File: config.mk
export PLATFORM = sky130hd
export DESIGN_NAME = apb_master_mux
export DESIGN_NICKNAME = d
export VERILOG_FILES = /design/src/rtl/apb_mux_pkg.sv /design/src/rtl/apb_slave_mux.sv /design/src/rtl/apb_master_mux.sv
export SDC_FILE = /design/constraint.sdc
export NUM_CORES = 1
export LEC_CHECK = 0
export CAP_MARGIN = 15
export CORE_ASPECT_RATIO = 1.1
export CORE_MARGIN = 4
export CORE_UTILIZATION = 40
export DETAILED_ROUTE_END_ITERATION = 16
export GPL_ROUTABILITY_DRIVEN = 1
export PLACE_DENSITY = 0.87
export SLEW_MARGIN = 20
export SYNTH_ARGS = -nofsm -noshare
export SYNTH_HDL_FRONTEND = slang
export SYNTH_SLANG_ARGS = --single-unit
export TNS_END_PERCENT = 50
File: constraint.sdc
create_clock -name pclk -period 4.7 [get_ports pclk]
set_clock_uncertainty 0.2 [all_clocks]
set_input_delay 0.47 -clock pclk [delete_from_list [all_inputs] [get_ports pclk]]
set_output_delay 0.47 -clock pclk [all_outputs]
set_load 0.05 [all_outputs]
File: src/rtl/apb_mux_pkg.sv
// Shared types and helpers for the multi-slave APB master.
package apb_mux_pkg;

    typedef enum logic [1:0] {
        IDLE   = 2'd0,
        SETUP  = 2'd1,
        ACCESS = 2'd2
    } state_t;

    // Width of the slave index field; a single slave still gets one bit.
    function automatic int sel_width(input int n);
        return (n < 2) ? 1 : $clog2(n);
    endfunction

endpackage

File: src/rtl/apb_slave_mux.sv
// Return-path selection (prdata/pready/pslverr) and one-hot psel for the addressed slave.
module apb_slave_mux #(
    parameter int NSLV   = 4,
    parameter int DATA_W = 32,
    parameter int SEL_W  = 2
) (
    input  logic [SEL_W-1:0]       i_idx,
    input  logic                   i_active,
    input  logic [NSLV*DATA_W-1:0] i_prdata,
    input  logic [NSLV-1:0]        i_pready,
    input  logic [NSLV-1:0]        i_pslverr,
    output logic [DATA_W-1:0]      o_rdata,
    output logic                   o_ready,
    output logic                   o_slverr,
    output logic [NSLV-1:0]        o_psel
);

    logic [DATA_W-1:0] w_slice [NSLV];

    generate
        for (genvar gi = 0; gi < NSLV; gi++) begin : g_slv
            assign w_slice[gi] = i_prdata[gi*DATA_W +: DATA_W];
            assign o_psel[gi]  = i_active && (i_idx == SEL_W'(gi));
        end
    endgenerate

    // NSLV is a power of two, so every index value names a real slave.
    assign o_rdata  = w_slice[i_idx];
    assign o_ready  = i_pready[i_idx];
    assign o_slverr = i_pslverr[i_idx];

endmodule

File: src/rtl/apb_master_mux.sv
// APB master driving one of NSLV slaves decoded from the upper address bits,
// with wait states, PSLVERR capture, ACCESS timeout and back-to-back transfers.
module apb_master_mux
    import apb_mux_pkg::*;
#(
    parameter int ADDR_W  = 8,
    parameter int DATA_W  = 32,
    parameter int NSLV    = 4,
    parameter int TIMEOUT = 16
) (
    input  logic                   pclk,
    input  logic                   preset,
    input  logic                   newd,
    output logic                   req_ready,
    input  logic                   wr,
    input  logic [ADDR_W-1:0]      addrin,
    input  logic [DATA_W-1:0]      datain,
    input  logic [DATA_W/8-1:0]    strbin,
    output logic [DATA_W-1:0]      dataout,
    output logic                   done,
    output logic                   err,
    output logic                   timeout_err,
    output logic [ADDR_W-1:0]      paddr,
    output logic [NSLV-1:0]        psel,
    output logic                   penable,
    output logic                   pwrite,
    output logic [DATA_W-1:0]      pwdata,
    output logic [DATA_W/8-1:0]    pstrb,
    input  logic [NSLV*DATA_W-1:0] prdata,
    input  logic [NSLV-1:0]        pready,
    input  logic [NSLV-1:0]        pslverr
);

    localparam int SEL_W  = sel_width(NSLV);
    localparam int STRB_W = DATA_W / 8;
    localparam int CNT_W  = $clog2(TIMEOUT);

    state_t              r_state;
    logic [ADDR_W-1:0]   r_paddr;
    logic [DATA_W-1:0]   r_pwdata;
    logic [STRB_W-1:0]   r_pstrb;
    logic                r_pwrite;
    logic [SEL_W-1:0]    r_idx;
    logic [DATA_W-1:0]   r_dataout;
    logic                r_done;
    logic                r_err;
    logic                r_tout;
    logic [CNT_W-1:0]    r_cnt;

    logic [DATA_W-1:0]   w_sel_rdata;
    logic                w_sel_ready;
    logic                w_sel_err;
    logic [NSLV-1:0]     w_psel;
    logic                w_last;
    logic                w_complete;
    logic                w_accept;

    apb_slave_mux #(
        .NSLV   (NSLV),
        .DATA_W (DATA_W),
        .SEL_W  (SEL_W)
    ) u_slave_mux (
        .i_idx     (r_idx),
        .i_active  (r_state != IDLE),
        .i_prdata  (prdata),
        .i_pready  (pready),
        .i_pslverr (pslverr),
        .o_rdata   (w_sel_rdata),
        .o_ready   (w_sel_ready),
        .o_slverr  (w_sel_err),
        .o_psel    (w_psel)
    );

    // The watchdog edge completes the transfer even with pready still low.
    assign w_last     = (r_cnt == CNT_W'(TIMEOUT - 1));
    assign w_complete = (r_state == ACCESS) && (w_sel_ready || w_last);
    assign req_ready  = !preset && ((r_state == IDLE) || w_complete);
    assign w_accept   = newd && req_ready;

    assign psel        = w_psel;
    assign penable     = (r_state == ACCESS);
    assign paddr       = r_paddr;
    assign pwrite      = r_pwrite;
    assign pwdata      = r_pwdata;
    assign pstrb       = r_pstrb;
    assign dataout     = r_dataout;
    assign done        = r_done;
    assign err         = r_err;
    assign timeout_err = r_tout;

    always_ff @(posedge pclk or posedge preset) begin
        if (preset) begin
            r_state   <= IDLE;
            r_paddr   <= '0;
            r_pwdata  <= '0;
            r_pstrb   <= '0;
            r_pwrite  <= 1'b0;
            r_idx     <= '0;
            r_dataout <= '0;
            r_done    <= 1'b0;
            r_err     <= 1'b0;
            r_tout    <= 1'b0;
            r_cnt     <= '0;
        end else begin
            r_done <= 1'b0;
            r_err  <= 1'b0;
            r_tout <= 1'b0;

            // Acceptance only happens in IDLE or on a completing ACCESS edge.
            if (w_accept) begin
                r_paddr  <= addrin;
                r_pwdata <= datain;
                r_pstrb  <= wr ? strbin : '0;
                r_pwrite <= wr;
                r_idx    <= addrin[ADDR_W-1 -: SEL_W];
            end

            case (r_state)
                IDLE: begin
                    if (w_accept) r_state <= SETUP;
                end
                SETUP: begin
                    r_cnt   <= '0;
                    r_state <= ACCESS;
                end
                ACCESS: begin
                    if (w_complete) begin
                        r_done <= 1'b1;
                        r_err  <= w_sel_ready ? w_sel_err : 1'b1;
                        r_tout <= !w_sel_ready;
                        if (w_sel_ready && !w_sel_err && !r_pwrite)
                            r_dataout <= w_sel_rdata;
                        r_state <= w_accept ? SETUP : IDLE;
                    end else begin
                        r_cnt <= r_cnt + CNT_W'(1);
                    end
                end
                default: r_state <= IDLE;
            endcase
        end
    end

endmodule

Word-level counts from Yosys, hierarchy flattened
Index checks and enable logic that the tools add are counted.
{ "word_totals": {"n_memories": 0, "rom_bits": 0, "register_bits": 88, "mem_bits_rw": 0, "word_cells": 67, "latchBits": 0} }
{ "classes": {"n_lt_le_gt_ge": 2, "n_addsub": 1, "div": 0, "bitwise": 1, "shifts": 0, "n_reduce_logical": 22, "n_eq_ne": 9, "n_mul": 0, "muxes": 21} }
{ "op_table": {"columns": ["op", "count"], "rows": [
  ["$bmux 32 s2", 1],
  ["$mux 32", 2],
  ["$mux 1", 10],
  ["$logic_and 1x1->1", 9],
  ["$mux 4", 2],
  ["$pmux 4 s2", 1],
  ["$eq 2x2->1 const B", 3],
  ["$pmux 2 s3", 1],
  ["$add 4x1->4 const B", 1],
  ["$bmux 1 s2", 2],
  ["$eq 2x1->1 const B", 2],
  ["$eq 4x4->1 const B", 1],
  ["$logic_not 1->1", 4],
  ["$logic_not 2->1", 2],
  ["$mux 2", 2],
  ["$ne 2x2->1 const B", 2],
  ["$reduce_and 2->1", 2],
  ["$reduce_bool 2->1", 2],
  ["$ge 3x3->1 const B", 1],
  ["$lt 2x3->1 const B", 1],
  ["$not 2->3", 1],
  ["$reduce_and 3->1", 1],
  ["$logic_or 1x1->1", 2],
  ["$ne 2x1->1 const B", 1]
]} }

Depth between registers and ports, before layout
Gate-level depths: netlist (run 1).
{ "depth": {"word_depth": 10, "mapped_depth": 7, "depth_no_buf": 5} }

Modules after synthesis
Synthesis (run 1) repeated with hierarchy kept, for this count alone.
{ "unflattened": {"cells_unflattened": 256, "hier_area_um2": 4344.2} }
{ "modules_own_cells": {"columns": ["module", "cells_per_inst", "instances", "seq_area_each_um2", "area_per_inst_um2"], "rows": [
  ["apb_master_mux", 210, 1, 2152.1, 3472.1],
  ["apb_slave_mux", 46, 1, 0.0, 872.1]
]} }

Worst setup path after synthesis (run 1)
OpenSTA, ideal clock, no wires.
{ "synth_path": {"kind": "register to output", "start": "register, netlist name paddr[6]", "end": "output port psel[1]", "setup_slack_ps": 1531, "required_time_ps": 4030, "t_arrival_ps": 2499, "stages_incl_launch_ff": 6, "path_cell_list": "dfrtp_1 -> buf_6 -> buf_2 -> buf_2 -> inv_1 -> nor3_1"} }
{ "synth_rtl": {"columns": ["item", "line_no", "rtl"], "rows": [
  ["to (decl)", "apb_master_mux.sv:24", "output logic [NSLV-1:0] psel,"]
]} }

==> results of run 1 <==
## cells in the mapped netlist
| cell | count | area share |
|---|---|---|
| and3_1 | 1 | 0.0015 |
| and2_1 | 1 | 0.0015 |
| nor2b_1 | 2 | 0.0030 |
| o32ai_1 | 2 | 0.0041 |
| o221ai_1 | 1 | 0.0021 |
| o21ai_0 | 5 | 0.0059 |
| a21boi_0 | 1 | 0.0018 |
| nand4_1 | 1 | 0.0015 |
| ha_1 | 1 | 0.0030 |
| nor2_1 | 12 | 0.011 |
| dfrtp_1 | 86 | 0.51 |
| nand2_1 | 16 | 0.014 |
| o211ai_1 | 1 | 0.0018 |
| a21oi_1 | 1 | 0.0012 |
| nor3_1 | 5 | 0.0059 |
| mux2i_1 | 2 | 0.0047 |
| buf_6 | 7 | 0.019 |
| nand3_1 | 2 | 0.0024 |
| mux2_1 | 5 | 0.013 |
| nand2b_1 | 2 | 0.0030 |
| nor3b_1 | 1 | 0.0018 |
| mux2_2 | 68 | 0.18 |
| o22ai_1 | 2 | 0.0030 |
| buf_2 | 5 | 0.0059 |
| a31oi_1 | 1 | 0.0015 |
| inv_1 | 6 | 0.0053 |
| clkbuf_1 | 7 | 0.0062 |
| o311ai_4 | 1 | 0.0062 |
| mux4_2 | 34 | 0.18 |
| buf_1 | 1 | 0.00089 |
## layer usage
metal	GRT usage	routed length, um
met1	0.2302	4695
met2	0.3798	6877
met3	0.06685	1254
met4	0.08031	308
met5	0	0
## kinds of logic after synthesis
| kind of cell | count (synthesis) |
|---|---|
| buffers and inverters | 26 |
| adder cells (fa/ha/maj) | 1 |
| AO/OA/AOI/OAI | 15 |
| flip-flops | 86 |
| AND/OR/NAND/NOR | 43 |
| multiplexers | 109 |
## flip-flops by register name (all words and copies together), names as in the netlist
| signal | cells |
|---|---|
| pstrb | 4 |
| timeout_err | 1 |
| err | 1 |
| paddr | 8 |
| r_cnt | 4 |
| done | 1 |
| r_state | 2 |
| pwdata | 32 |
| pwrite | 1 |
| dataout | 32 |
## worst max-delay path: stages (launching register included)
cell and delay (ns):
dfrtp_2 0.75, mux4_2 0.72, nor2_1 0.23, a21boi_0 0.13, clkdlybuf4s50_1 0.74
## metrics by stage
step                worst slack (ns)  utilization
finish                         1.122       0.7034
global route                  0.9319       0.7031
CTS                            1.073       0.7031
detailed placement             1.405       0.6757
global placement               1.426       0.6757
floorplan                      1.531            -
## path summary, 6_finish.rpt
kind	to	cells past startpoint
hold reg to reg	pstrb[3]	2
setup / recovery	req_ready	4
min in group asynchronous	paddr[7]	2
setup reg to reg	pwdata[6]	4
hold / removal	pstrb[3]	2
max in group asynchronous	dataout[31]	3
## power by group through the flow
stage	Sequential (W)	Clock (W)	Combinational, W
final	0.00118	0.000681	0.00236
after global routing	0.00122	0.000739	0.00245
after CTS	0.00118	0.000701	0.00238
after detailed placement	0.00119	0	0.00238
after global placement	0.00118	0	0.00234
after floorplan	0.00205	0	0.000664
## cell type report
type,count,area share
tap,143,0.02447
clock inverter,4,0.006675
inverter,6,0.003252
antenna,1,0.0003423
sequential,86,0.2947
multi-input combinational,168,0.2637
clock buffer,12,0.03235
timing repair buffer,275,0.3745
==> flow_summary.toml, run 1 <==
[placement]
gp_congestion = 0.8760
post-place-cells = 678
dp_hpwl_um = 10490
postPlaceCellArea_mm2 = 0.007023
port_buffers = 269

[yosys]
synthSimpleGateAreaFrac = 0.04519
ys_seq_area_frac = 0.5080
avgSynthCellArea_um2 = 15.13
synth_top_family_by_area = "multiplexers"
synth_xor_area_frac = 0
yosys-mux-area-fraction = 0.3795
synth_adder_area_share = 0.002953
syn_area_mm2 = 0.004237
syn_nets = 465
ys_types = 30
syn_inst = 280
yosys_warnings = 0
synth-seq-cells = 86
synth_compound_area_frac = 0.02747

[cts]
clk-insertion-delay-late_ns = 0.33
ctsHoldBuffers = 0
cts_buffers = 9
path_clk_slew_ns = 0.06
cts_resized = 0
htreeDepth = 3
cts_tree = "done"
cts_setup_buffers = 0
clkSinkCount = 86
clockBufferDepth = 2
cts-root-buf = "clkbuf_16"

[cells_and_area]
drive_gt1_frac = 0.2269
layout_common_cells = "clkdlybuf4s50_1, dfrtp_1, mux2_2"
mostFrequentLayoutCell = "clkdlybuf4s50_1"
final_cells = 695
fin_area_mm2 = 0.007311
multi_input_area_mm2 = 0.001928
nFillCells = 731
seqCellArea_mm2 = 0.002155
syn2layout_area_growth_pct = 72.56
final_nets = 731

[pwr]
switching_share = 0.4346
p_leak_nw = 2.936
clockPowerShare = 0.161
internal_power_w = 0.002386
ir_drop_mv = 0.3298
p_switching_w = 0.001834
power_w = 0.004220
combPwrFrac = 0.558
power_density_mw_per_mm2 = 577.2
seq_power_share = 0.280

[floorplan]
io_pins = 270
die_area_mm2 = 0.01230
initial_core_util = 0.4076
die_y_um = 115.9
core-area_mm2 = 0.01039
rows = 39
die_w_um = 106.1

[timing]
worst_slew_pin_slew_ns = 0.6647
fmax_mhz = 279.5
hold_viol = 0
slew_headroom = 0.5568
holdWs_ns = 0.2920
fin_crit_sh = 0.7613
setup_viol_count_final = 0
finalCriticalPeriod_ns = 3.578
drv_slew = 0
fin_setup_tns_ns = 0
rsz0062_at_grt = "false"

[detailed_routing]
drt_iter0_drc = 111
via_count = 3558
firstDrtPassIters = 4
post_drt_via_cell_ratio = 5.119
ant_nets = 0
wl_per_cell_um = 18.90
drcViolationCount = 0
routed_wl_um = 13140

[worst_setup_path]
crit_fanout = 22
critPathLaunch = "paddr[6]"
critPathArrivalTime_ns = 2.91
worstPathRequired_ns = 4.03
worstSetupEndpointType = "output pin"
regToRegSetupSlack_ns = 1.80
critPathKind = "reg -> out"
rr_startpoint = "paddr[6]"
start_kind = "flip-flop"

[run_status]
status = "finished, final reports clean"

[grt]
grt_max_degree = 54
grt_overflow = 0
grt_usage = 0.2097
grt_antenna_before_repair = 0
grt_pass1_wl_um = 19840
grt_pass1_vias = 3798

[hold_path]
holdCritStartpoint = "pstrb[3]"
hold_path.class = "reg -> reg"

[job]
max-cap-violations = 0
Note: power is estimated with default switching activity, not from simulation.
==> run 2, diff against run 1 <==
- CORE_UTILIZATION: 40 -> 33
- PLACE_DENSITY: 0.87 -> 0.77
- clock period: 4.7 -> 2.9 ns (I/O delays scaled with it)
==> run 2 against run 1 <==
  * Flip-flop and latch count stayed put
  * Via count is 1.1% lower
  * Final cell count is 1.9% higher
  * Sequential share of layout area is 0.22 points lower
  * Hold slack worse by 0.11 ns
  * Combinational power is 62% higher
  * Die area is 20% higher
  * Utilization is 12 points lower
  * Largest cell class unchanged
  * Largest power group unchanged
  * Highest routed layer unchanged
==> flow_summary.toml, run 2 (synthesis gave the netlist of run 1 again) <==
[detailed_routing]
via_count = 3519
firstDrtPassIters = 4
drt_iter0_drc = 135
routed_wl_um = 13020
ant_nets = 0
wl_per_cell_um = 18.39
drcViolationCount = 0
post_drt_via_cell_ratio = 4.970

[timing]
holdWs_ns = 0.1825
fin_ws_ns = 0.3417
hold_viol = 0
fmax_mhz = 390.9
setup_viol_count_final = 0
finalCriticalPeriod_ns = 2.558
rsz0062_at_grt = "false"
drv_slew = 0
worst_slew_pin_slew_ns = 0.6198
fin_crit_sh = 0.8822
slew_headroom = 0.5863

[floorplan]
initial_core_util = 0.3365
die_area_mm2 = 0.01472
core-area_mm2 = 0.01259
die_w_um = 116.0
rows = 43
die_y_um = 126.8
io_pins = 270

[cells_and_area]
final_nets = 732
antenna_cells = 0
final_cells = 708
drive_gt1_frac = 0.2359
nFillCells = 1041
mostFrequentLayoutCell = "clkdlybuf4s50_1"
postLayoutCoreUtil = 0.5851
layout_common_cells = "clkdlybuf4s50_1, dfrtp_1, mux2_2"
syn2layout_area_growth_pct = 73.86

[worst_setup_path]
start_kind = "flip-flop"
worstPathRequired_ns = 2.41
rr_startpoint = "paddr[6]"
rr_worst_depth = 4
worstSetupEndpointType = "output pin"
critPathKind = "reg -> out"
regToRegSetupSlack_ns = 0.44
critPathArrivalTime_ns = 2.07
crit_fanout = 10
rr_endpoint = "pwdata[6]"

[cts]
cts_buffers = 9
clockBufferDepth = 2
cts_tree = "done"
cts-root-buf = "clkbuf_16"
ctsHoldBuffers = 0
cts_setup_buffers = 0
htreeDepth = 3
clkSinkCount = 86
clk-insertion-delay-late_ns = 0.33
path_clk_slew_ns = 0.06
cts_resized = 0

[pwr]
power_density_mw_per_mm2 = 928.3
p_leak_nw = 2.952
ir_drop_mv = 0.5093

[placement]
post-place-cells = 693
gp_congestion = 0.8224
port_buffers = 269
preCtsSetupSlack_ns = 0.2252
dp_hpwl_um = 10650

[grt]
grt_usage = 0.1732
grt_max_degree = 54
grt_overflow = 0
grt_pass1_wl_um = 19450
grt_pass1_vias = 3834
grt_antenna_before_repair = 0

[job]
max-cap-violations = 0

[run_status]
status = "finished, final reports clean"

[hold_path]
hold_path.class = "in -> async"
## run 2: cell types whose count changed in the layout (fill, tap and decap cells not counted)
cell	before	now
clkbuf_1	3	2
buf_4	6	7
clkinv_2	3	2
buf_12	0	3
nor3_2	0	1
clkdlybuf4s50_1	269	266
nor3_1	5	4
diode_2	1	0
clkinv_4	1	0
clkinvlp_4	0	2
## run 2: how the worst max path moves through the flow
stage / start / endpoint / slack (ns)
6_report: paddr[6] / req_ready / 0.34
5_1_grt: r_state[1] / psel[0] / 0.23
4_1_cts: paddr[6] / req_ready / 0.33
3_5_place_dp: pready[3] / pwdata[2] / 0.23
3_3_place_gp: pready[3] / pwdata[9] / 0.27
2_1_floorplan: paddr[6] / req_ready / -0.03
## run 2: area by class of cell
cell class | count | area (um^2) | share of cell area
Clock buffer | 11 | 232.7 | 0.03160
Clock inverter | 4 | 50.05 | 0.006795
Inverter | 6 | 23.77 | 0.003227
Multi-Input combinational cell | 168 | 1933 | 0.2624
Sequential cell | 86 | 2155 | 0.2925
Tap cell | 157 | 196.4 | 0.02667
Timing Repair Buffer | 276 | 2775 | 0.3768
## run 2: per-stage QoR
step | area (um^2) | power (W) | setup TNS [ns]
3_3_place_gp | 7083 | 0.005735 | 0
4_1_cts | 7366 | 0.006928 | 0
3_5_place_dp | 7083 | 0.005797 | 0
6_report | 7366 | 0.006838 | 0
5_1_grt | 7366 | 0.007162 | 0
2_1_floorplan | 4242 | 0.004397 | -0.02711
## run 2: where the power goes
part | switching [W] | total, W | internal, W | leakage [nW]
clock | 0.000443 | 0.00110 | 0.000661 | 0.132
sequential | 0.000271 | 0.00190 | 0.00163 | 1.04
combinational | 0.00225 | 0.00383 | 0.00158 | 1.78
## run 2: routing by layer
layer | vias up | routed length [um] | share of wire | global-route usage
met4 | 0 | 262 | 0.020 | 0.06007
met1 | 1717 | 4445 | 0.34 | 0.1783
met2 | 200 | 6788 | 0.52 | 0.3183
li1 | 1583 | - | - | -
met5 | - | 0 | 0 | 0
met3 | 19 | 1523 | 0.12 | 0.06345
## run 2: critical path, stage by stage (launching register included)
cell and delay (ns):
dfrtp_2 0.46, mux4_2 0.66, nor2_1 0.22, a21boi_0 0.19, buf_12 0.21
